[config.mk]
export PLATFORM = sky130hd
export DESIGN_NAME = p_subtractor_seq_flat
export DESIGN_NICKNAME = d
export VERILOG_FILES = /design/src/rtl/p_subtractor_seq_if.sv /design/src/rtl/p_subtractor_seq.sv /design/src/flat_wrapper.sv
export SDC_FILE = /design/constraint.sdc
export NUM_CORES = 1
export LEC_CHECK = 0
export ABC_AREA = 1
export ABC_CLOCK_PERIOD_IN_PS = 2300
export BUFFER_PORTS_ARGS = -buffer_cell sky130_fd_sc_hd__buf_2
export CAP_MARGIN = 5
export CORE_ASPECT_RATIO = 0.6
export CORE_MARGIN = 5
export CORE_UTILIZATION = 55
export CTS_BUF_LIST = sky130_fd_sc_hd__clkbuf_16
export DETAILED_ROUTE_END_ITERATION = 8
export PLACE_DENSITY = 0.79
export SETUP_SLACK_MARGIN = 0.05
export SKIP_CTS_REPAIR_TIMING = 1
export SYNTH_ARGS = -nofsm -noshare
export SYNTH_HDL_FRONTEND = slang
export SYNTH_SLANG_ARGS = --single-unit
export TNS_END_PERCENT = 50
[constraint.sdc]
create_clock -name clk -period 2.3 [get_ports clk]
set_input_delay 0.115 -clock clk [delete_from_list [all_inputs] [get_ports clk]]
set_output_delay 0.115 -clock clk [all_outputs]
set_load 0.02 [all_outputs]
[src/rtl/p_subtractor_seq_if.sv]
// Handshake bundle for the digit-serial subtractor: operand side, result side and busy.
// The master drives operands and out_ready; the slave (the subtractor) drives the rest.
interface p_subtractor_seq_if #(
  parameter int WIDTH = 32
);
  logic             in_valid;
  logic             in_ready;
  logic [WIDTH-1:0] a;
  logic [WIDTH-1:0] b;
  logic             bin;
  logic             out_valid;
  logic             out_ready;
  logic [WIDTH-1:0] d;
  logic             bout;
  logic             busy;

  modport master (
    output in_valid, a, b, bin, out_ready,
    input  in_ready, out_valid, d, bout, busy
  );

  modport slave (
    input  in_valid, a, b, bin, out_ready,
    output in_ready, out_valid, d, bout, busy
  );
endinterface

[src/rtl/p_subtractor_seq.sv]
// Digit-serial unsigned subtractor: d = a - b - bin, computed as a + ~b + ~bin,
// DIGIT bits per cycle LSB-first, with valid/ready on both sides.
module p_subtractor_seq #(
  parameter int WIDTH = 32,
  parameter int DIGIT = 4
) (
  input logic               clk,
  input logic               rst,
  p_subtractor_seq_if.slave bus
);
  localparam int NDIG = WIDTH / DIGIT;
  localparam int CW   = (NDIG > 1) ? $clog2(NDIG) : 1;
  localparam logic [CW-1:0] LAST = CW'(NDIG - 1);

  generate
    if (WIDTH % DIGIT != 0) begin : g_bad_digit
      $error("p_subtractor_seq: WIDTH must be a multiple of DIGIT");
    end
  endgenerate

  typedef enum logic [1:0] {IDLE, RUN, DONE} state_t;

  state_t           state_reg, state_next;
  logic [WIDTH-1:0] a_sh_reg;
  logic [WIDTH-1:0] b_sh_reg;   // holds ~b
  logic [WIDTH-1:0] res_reg;
  logic [WIDTH-1:0] d_reg;
  logic             bout_reg;
  logic             carry_reg;
  logic [CW-1:0]    cnt_reg;

  logic [DIGIT:0]   digit_sum;
  logic [WIDTH-1:0] res_next;

  // One digit of a + ~b + carry; sum bits enter the result at its MSB end.
  assign digit_sum = {1'b0, a_sh_reg[DIGIT-1:0]}
                   + {1'b0, b_sh_reg[DIGIT-1:0]}
                   + {{DIGIT{1'b0}}, carry_reg};
  assign res_next  = (res_reg >> DIGIT)
                   | (WIDTH'(digit_sum[DIGIT-1:0]) << (WIDTH - DIGIT));

  always_ff @(posedge clk) begin
    if (rst) begin
      state_reg <= IDLE;
    end else begin
      state_reg <= state_next;
    end
  end

  always_comb begin
    state_next = state_reg;
    case (state_reg)
      IDLE:    if (bus.in_valid) state_next = RUN;
      RUN:     if (cnt_reg == LAST) state_next = DONE;
      DONE:    if (bus.out_ready) state_next = IDLE;
      default: state_next = IDLE;
    endcase
  end

  always_comb begin
    bus.in_ready  = (state_reg == IDLE);
    bus.out_valid = (state_reg == DONE);
    bus.busy      = (state_reg != IDLE);
  end

  assign bus.d    = d_reg;
  assign bus.bout = bout_reg;

  always_ff @(posedge clk) begin
    if (rst) begin
      a_sh_reg  <= '0;
      b_sh_reg  <= '0;
      res_reg   <= '0;
      d_reg     <= '0;
      bout_reg  <= 1'b0;
      carry_reg <= 1'b0;
      cnt_reg   <= '0;
    end else begin
      case (state_reg)
        IDLE: begin
          if (bus.in_valid) begin
            a_sh_reg  <= bus.a;
            b_sh_reg  <= ~bus.b;
            carry_reg <= ~bus.bin;
            cnt_reg   <= '0;
          end
        end
        RUN: begin
          a_sh_reg  <= a_sh_reg >> DIGIT;
          b_sh_reg  <= b_sh_reg >> DIGIT;
          res_reg   <= res_next;
          carry_reg <= digit_sum[DIGIT];
          cnt_reg   <= cnt_reg + 1'b1;
          // Publish only on the last digit so d/bout stay stable between ops.
          if (cnt_reg == LAST) begin
            d_reg    <= res_next;
            bout_reg <= ~digit_sum[DIGIT];
          end
        end
        default: ;
      endcase
    end
  end
endmodule

[src/flat_wrapper.sv]
// flat-port wrapper written by rule: the top's interface ports become plain ports
module p_subtractor_seq_flat 
#(
  parameter int WIDTH = 32,
  parameter int DIGIT = 4
)
  (clk, rst, bus_in_valid, bus_a, bus_b, bus_bin, bus_out_ready, bus_in_ready, bus_out_valid, bus_d, bus_bout, bus_busy);
  p_subtractor_seq_if #(.WIDTH(WIDTH)) bus_i ();
  input logic clk;
  input logic rst;
  input wire logic [$bits(bus_i.in_valid)-1:0] bus_in_valid;
  input wire logic [$bits(bus_i.a)-1:0] bus_a;
  input wire logic [$bits(bus_i.b)-1:0] bus_b;
  input wire logic [$bits(bus_i.bin)-1:0] bus_bin;
  input wire logic [$bits(bus_i.out_ready)-1:0] bus_out_ready;
  output wire logic [$bits(bus_i.in_ready)-1:0] bus_in_ready;
  output wire logic [$bits(bus_i.out_valid)-1:0] bus_out_valid;
  output wire logic [$bits(bus_i.d)-1:0] bus_d;
  output wire logic [$bits(bus_i.bout)-1:0] bus_bout;
  output wire logic [$bits(bus_i.busy)-1:0] bus_busy;
  assign bus_i.in_valid = bus_in_valid;
  assign bus_i.a = bus_a;
  assign bus_i.b = bus_b;
  assign bus_i.bin = bus_bin;
  assign bus_i.out_ready = bus_out_ready;
  assign bus_in_ready = bus_i.in_ready;
  assign bus_out_valid = bus_i.out_valid;
  assign bus_d = bus_i.d;
  assign bus_bout = bus_i.bout;
  assign bus_busy = bus_i.busy;
  p_subtractor_seq #(.WIDTH(WIDTH), .DIGIT(DIGIT)) u_core (.clk(clk), .rst(rst), .bus(bus_i));
endmodule
# Word-level counts from Yosys, hierarchy flattened
# Index checks and enable logic that the tools add are counted.
[totals]
rom_bits = 0
out_inout_bits = 36
register_bits = 135
latch_bits = 0
mem_count = 0
input_bits = 69
ramBits = 0
wordCells = 39
[op_classes]
n_shift = 0
muxes = 12
order_cmp = 0
n_bitwise = 4
n_reduce_logical = 6
div = 0
multipliers = 0
eq_ne = 6
addsub = 3
[ops]
columns = ["op", "count"]
rows = [
  ["case mux 32 bit (2 select lines)", 2],
  ["two-way mux 32 bit", 2],
  ["NOT 32 bit", 1],
  ["bitwise OR 28 x 32 -> 32 bit", 1],
  ["two-way mux 2 bit", 3],
  ["case mux 2 bit (3 select lines)", 1],
  ["case mux 3 bit (2 select lines)", 1],
  ["adder 4 x 4 -> 5 bit", 1],
  ["adder 5 x 1 -> 5 bit", 1],
  ["!= test 2 bit (second input constant)", 2],
  ["AND reduction 2 bit", 2],
  ["nonzero test 2 bit", 2],
  ["adder 3 x 1 -> 3 bit (second input constant)", 1],
  ["equality test 3 bit (second input constant)", 1],
  ["two-way mux 3 bit", 1],
  ["AND reduction 3 bit", 1],
  ["equality test 2 x 1 -> 1 bit (second input constant)", 1],
  ["equality test 2 bit (second input constant)", 1],
  ["logical NOT 2 bit", 1],
  ["!= test 2 x 1 -> 1 bit (second input constant)", 1],
  ["NOT 1 bit", 2],
  ["case mux 1 bit (2 select lines)", 1],
  ["two-way mux 1 bit", 1],
]

# Longest topological paths before layout
# Gate-level depths: netlist (run 1).
[depth]
depth_word = 3
ltp_mapped = 8
ltp_nobuf = 7

# Worst setup path before layout (run 1)
# OpenSTA, ideal clock, no wires.
[synth_path]
path_kind = "register to register"
from = "register u_core.carry_reg"
to = "register u_core.d_reg[30] (netlist: u_core.bus.d[30])"
required_ns = 2.172
path_buffers = 0
stages_incl_launch_ff = 6
setup_ns = 0.128
period_less_slack_ns = 1.603
arrival_ns = 1.475
setup_slack_ns = 0.697
cell_sequence = "dfxtp_1 fa_1 fa_1 xnor2_1 o21a_1 nor2_1"
[synth_between]
elab_chain_len = 2
[synth_rtl]
columns = ["item", "line_no", "rtl"]
rows = [
  ["start: declaration", "p_subtractor_seq.sv:29", "logic carry_reg;"],
  ["start signal: assignment", "p_subtractor_seq.sv:84", "carry_reg <= ~bus.bin;"],
  ["start signal: assignment", "p_subtractor_seq.sv:92", "carry_reg <= digit_sum[DIGIT];"],
  ["adder 5 x 1 -> 5 bit", "p_subtractor_seq.sv:38", "+ {{DIGIT{1'b0}}, carry_reg};"],
  ["bitwise OR 28 x 32 -> 32 bit", "p_subtractor_seq.sv:40", "| (WIDTH'(digit_sum[DIGIT-1:0]) << (WIDTH - DIGIT));"],
  ["end signal: assignment", "p_subtractor_seq.sv:96", "d_reg <= res_next;"],
  ["end: declaration", "p_subtractor_seq.sv:27", "logic [WIDTH-1:0] d_reg;"],
]
# Every way passes these cells.
# A chain may end at the register's enable or synchronous reset.

# Final worst setup path (run 1)
# Ends and elaborated chain as after synthesis.

==> results.md, run 1 <==
- Synth Instances: 750
- Worst skew pair latency: 0.41 ns
- Slew Viols, Final: 0
- Leading area contributor after synthesis: dfxtp_1
- Clock-pin slew on the worst setup and hold paths: 0.06 ns
- Router iterations before antenna repair: 5
- Total die area: 12200 um2
- Inserted Diodes: 0
- TNS Setup: 0 ns
- Switch Pwr: 1.42 mW
- Root Driver: clkbuf_16
- Synth Warn #: 0
- Status: finished with violations
- Largest net degree at the start of global routing: 84
- Drt drc: 0
- Hold depth: 4
- Most numerous cell in the Yosys netlist: nand2_1
- Cell Int Power: 4.48 mW
- DRT Wirelength: 13.4 mm
- R2R depth: 5
- I/O pin count: 105
- Register Area: 2620 um2
- Final std cells w/o fill: 989
- P_leak: 3.13 nW
- Crit-path max cell delay: 0.47 ns
- Core Region: 9810 um2
- Die W: 139 um
- Setup Skew: 0.00812 ns
- Post-route ant nets: 0
- Multi-input logic area: 2490 um2
- Vias: 5043
- Register area share after synthesis: 0.477
- Crit Path Category: flip-flop to flip-flop
- WP data arrival: 2.02 ns
- Final setup fails: 0
- Crit end category: flip-flop
- Global route overflow: 0
- Prevailing post-synth register cell: dfxtp_1
- CP delay by family, top: adder cells
- Post-Syn Nets: 826
- CP Launch Type: flip-flop
- Combinational fraction of design power: 0.109
- Max frequency: 570 MHz
- Failing checks: negative hold slack
- Most used cell, CP: fa_1
- Starting DRC count in detailed routing: 364
- Post-synth top area share: 0.477
- Minimum clock period: 1.75 ns
- Final GP Congestion: 0.806
- Initial antenna violation count: 0
- Worst Path Buf+Inv: 0
- Wire per inst: 13.6 um
- Pwr per Cell Area: 875 nW/um2
- Max clock buf depth: 2
- Die Y-Extent: 87.5 um
- Fin. Hold Viols: 1
- Area contributors post-synth: dfxtp_1 48%, nand2_1 11%, o21ai_0 8.0%
- Worst Path Required: 2.56 ns
- Unrepaired setup endpoints after global routing: no
- Slowest stage cell on the critical path: fa_1
- CTS buffer count: 17
- Slew HR: 0.445
- Max-cap violations: 0
- Final period utilization: 0.762
- Vias in the first global route: 4713
- Initial cell density of the core: 0.561
- Fraction of layout cells with a size suffix above 1: 0.234
- # rows: 28
- Area added between synthesis and finish: 22.7%
- # fillers: 818
- DR vias/cell: 5.10
- Worst path cell trace: fa_1 -> fa_1 -> xnor2_1 -> o21a_1 -> nor2_1
- Netlist Area Pre-Place: 5500 um2
- Levels on crit path: 5
- Synth unique cells: 27
- Dpl hpwl: 8.74 mm
- Number of synthesized flops with an enable pin: 0
- Worst-path fanout max: 2
- Post-Syn Area per Cell: 7.33 um2
- WHS: -0.00460 ns
- Total Nets Final: 917
- First-pass GRT wire length: 22.4 mm
- CTS sink cnt: 131
- Yosys reg bits: 131
- Most frequent cells after synthesis: 165 x nand2_1, 131 x dfxtp_1, 93 x nor2_1, 88 x o21ai_0, 84 x a21oi_1
- Switch share: 0.241
- Slew of the pin with the lowest slew margin: 0.832 ns
- CTS tree: yes
- Tot GR Track Use: 0.225
- Input/output buffers: 104
- Power share of the clock group: 0.465
- Peak supply drop: 626 uV
- Hold Crit Class: primary input to flip-flop
- Reg power frac: 0.426
- H-tree depth: 4
- Placed cells: 948
- Async SR Flop Fraction: 0
## cells in the final DEF, fill, tap and decap left out
cell / instances
a21oi_1: 84
and2_1: 3
buf_12: 2
buf_2: 104
buf_4: 7
bufinv_16: 4
clkbuf_16: 17
clkinv_1: 1
clkinv_2: 3
clkinv_4: 1
clkinvlp_4: 2
dfxtp_1: 131
dlygate4sd3_1: 9
fa_1: 2
ha_1: 5
inv_1: 46
inv_2: 1
nand2_1: 164
nand2_2: 1
nand2_4: 2
nand3_1: 8
nor2_1: 92
nor2_2: 1
nor2_4: 1
o211ai_1: 1
o21a_1: 3
o21ai_0: 88
o21ai_1: 13
o22ai_1: 3
or2_2: 54
xnor2_1: 1
## metal layers
layer | track usage | share of wire | vias up
met5 | 0 | 0 | -
met4 | 0.0515 | 0.0088 | 0
met3 | 0.0669 | 0.072 | 15
met2 | 0.341 | 0.44 | 175
met1 | 0.317 | 0.48 | 2277
li1 | - | - | 2576
## path summary, 6_finish.rpt
| kind | from | to | slack [ns] |
|---|---|---|---|
| max | u_core.carry_reg | u_core.bus.d[30] | 0.55 |
| min | bus_b[9] | u_core.b_sh_reg[9] | -0.005 |
| max reg2reg | u_core.carry_reg | u_core.bus.d[30] | 0.55 |
| min reg2reg | u_core.b_sh_reg[4] | u_core.b_sh_reg[4] | 0.46 |
## worst reg2reg max path, delay by kind of cell, from the launching register on
kind	cells	cell delay, ns
xor+xnor	1	0.23
flops	1	0.33
compound gates	1	0.15
simple gates	1	0.04
fa+ha+maj	2	0.88
## logic make-up after synthesis
family,after synthesis,synth area share
AO/OA/AOI/OAI,192,0.177
XOR/XNOR,1,0.00159
adder cells (fa/ha/maj),7,0.0187
buffers and inverters,93,0.0721
flip-flops,131,0.477
AND/OR/NAND/NOR,326,0.253
## stage by stage
step	hold WS [ns]	total power, mW	instance area [um2]	util	setup WS, ns
after floorplan	0.263	3.00	5500	-	0.697
after global placement	0.372	3.15	6060	0.617	0.633
after detailed placement	0.374	3.18	6060	0.617	0.566
after CTS	-0.0539	5.91	6660	0.679	0.539
after global routing	0.00536	6.17	6750	0.688	0.331
final	-0.00460	5.90	6750	0.688	0.546
## power groups by stage
stage | sequential, mW | combinational (mW) | clock [mW]
after floorplan | 2.53 | 0.469 | 0
after global placement | 2.55 | 0.604 | 0
final | 2.51 | 0.644 | 2.74
after global routing | 2.53 | 0.739 | 2.90
after CTS | 2.51 | 0.631 | 2.77
after detailed placement | 2.55 | 0.622 | 0
## area by class of cell
class                   count  share of cell area
clock buffers              17              0.0630
flip-flops and latches    131               0.389
inverters                  43              0.0241
multi-input cells         526               0.369
well taps                 135              0.0250
repair buffers            122               0.104
clock inverters            15              0.0261
Note: power is estimated with default switching activity, not from simulation.
==> run 2: changes to the inputs <==
- ABC_CLOCK_PERIOD_IN_PS: 2300 -> 1800
- clock period: 2.3 -> 1.8 ns (I/O delays scaled with it)
==> results.md, run 2 (synthesis results as in run 1) <==
- Status: finished with violations
- Failing checks: negative hold slack
- Crit end category: flip-flop
- Clock-pin slew on the worst setup and hold paths: 0.06 ns
- DR WL met3: 1.14 mm
- Worst skew pair latency: 0.41 ns
- Inserted Diodes: 0
- Hold Crit Class: primary input to flip-flop
- CTS sink cnt: 131
- CTS tree: yes
- Setup Skew: 0.00582 ns
- Worst-path fanout max: 2
- WP data arrival: 1.99 ns
- Tot GR Track Use: 0.226
- Area added between synthesis and finish: 26.0%
- TNS Setup: 0 ns
- Slew of the pin with the lowest slew margin: 0.485 ns
- Multi-input logic area: 2500 um2
- Vias in the first global route: 4849
- # rows: 28
- # fillers: 784
- Slew HR: 0.673
- Worst path cell trace: fa_1 -> fa_2 -> xnor2_2 -> o21a_1 -> nor2_1
- Final core occ: 0.707
- Worst Path Required: 2.15 ns
- Fraction of layout cells with a size suffix above 1: 0.242
- Commonest non-fill, non-tap cell in the layout: nand2_1
- Starting DRC count in detailed routing: 437
- Max frequency: 607 MHz
- Fin. Hold Viols: 11
- Register Area: 2620 um2
- H-tree depth: 4
- Root Driver: clkbuf_16
- Die Y-Extent: 87.5 um
- Global route overflow: 0
- Total Nets Final: 924
- Slowest stage cell on the critical path: fa_1
- Met2 Wirelength: 6.08 mm
- Unrepaired setup endpoints after global routing: no
- Commonest non-fill, non-tap cells in the layout: 164 x nand2_1, 131 x dfxtp_1, 104 x buf_2, 92 x nor2_1, 88 x o21ai_0
- Final setup fails: 0
- Top sig layer: met5
- Max-cap violations: 0
- Wl on met1: 6.30 mm
- Slew Viols, Final: 0
- Core Region: 9810 um2
- Post-route ant nets: 0
- Drt drc: 0
- First-pass GRT wire length: 22.6 mm
- Die W: 139 um
- Dpl hpwl: 8.92 mm
- WHS: -0.0315 ns
- Initial cell density of the core: 0.561
- Pwr per Cell Area: 1140 nW/um2
- DRT Wirelength: 13.7 mm
- Wire per inst: 13.7 um
- P_leak: 3.19 nW
- Max clock buf depth: 2
- Crit Path Category: flip-flop to flip-flop
- CTS buffer count: 17
- Total die area: 12200 um2
- CP Launch Type: flip-flop
- Router iterations before antenna repair: 5
- I/O pin count: 105
- Peak supply drop: 721 uV
- Final period utilization: 0.915
- Final GP Congestion: 0.810
- Minimum clock period: 1.65 ns
- DR vias/cell: 5.20
- Input/output buffers: 104
- Vias: 5172
- Initial antenna violation count: 1
- Crit-path max cell delay: 0.47 ns
- Largest net degree at the start of global routing: 80
## run 2: cell count changes in the layout (fill, tap and decap cells not counted), moves of 2 or more
cell | previous run | this run
inv_1 | 46 | 41
buf_12 | 2 | 6
dlygate4sd3_1 | 9 | 13
bufinv_16 | 4 | 6
clkinv_2 | 3 | 1
clkinvlp_4 | 2 | 4
## run 2: stage by stage
step	instance area [um2]	power, mW	worst slack (ns)	std cells
5_1_grt	6930	8.24	0.0796	995
3_3_place_gp	6130	4.04	0.150	951
3_5_place_dp	6130	4.08	0.0719	951
6_report	6930	7.92	0.154	995
2_1_floorplan	5500	3.83	0.197	750
4_1_cts	6790	7.92	0.0621	982
## run 2: worst paths after layout
path | startpoint | to | slack (ns) | depth (start not counted)
max | u_core.carry_reg | u_core.bus.d[30] | 0.15 | 5
min | bus_b[9] | u_core.b_sh_reg[9] | -0.03 | 4
max reg2reg | u_core.carry_reg | u_core.bus.d[30] | 0.15 | 5
min reg2reg | u_core.bus.d[26] | u_core.bus.d[26] | 0.46 | 2
## run 2: worst max-delay path: cells and delay by family, from the launching register on
kind	cells	cell delay [ns]
adder cells (fa/ha/maj)	2	0.86
flip-flops	1	0.33
AO/OA/AOI/OAI	1	0.18
XOR/XNOR	1	0.16
AND/OR/NAND/NOR	1	0.07
## run 2: layout make-up
class                   count  area share
repair buffers            129       0.118
clock buffers              17      0.0614
flip-flops and latches    131       0.378
well taps                 135      0.0244
inverters                  43      0.0235
multi-input cells         526       0.361
clock inverters            14      0.0339
## run 2: per-layer routing
layer  vias up  track usage
met1      2389        0.298
li1       2587            -
met4         2       0.0568
met2       177        0.358
met5         -            0
met3        17       0.0790
## run 2: report_power, final
part	leakage (nW)	internal, mW	total (mW)	switching (mW)
logic	1.80	0.376	0.857	0.481
clock network	0.307	2.58	3.85	1.26
registers	1.08	3.09	3.21	0.118
total	3.19	6.05	7.92	1.86
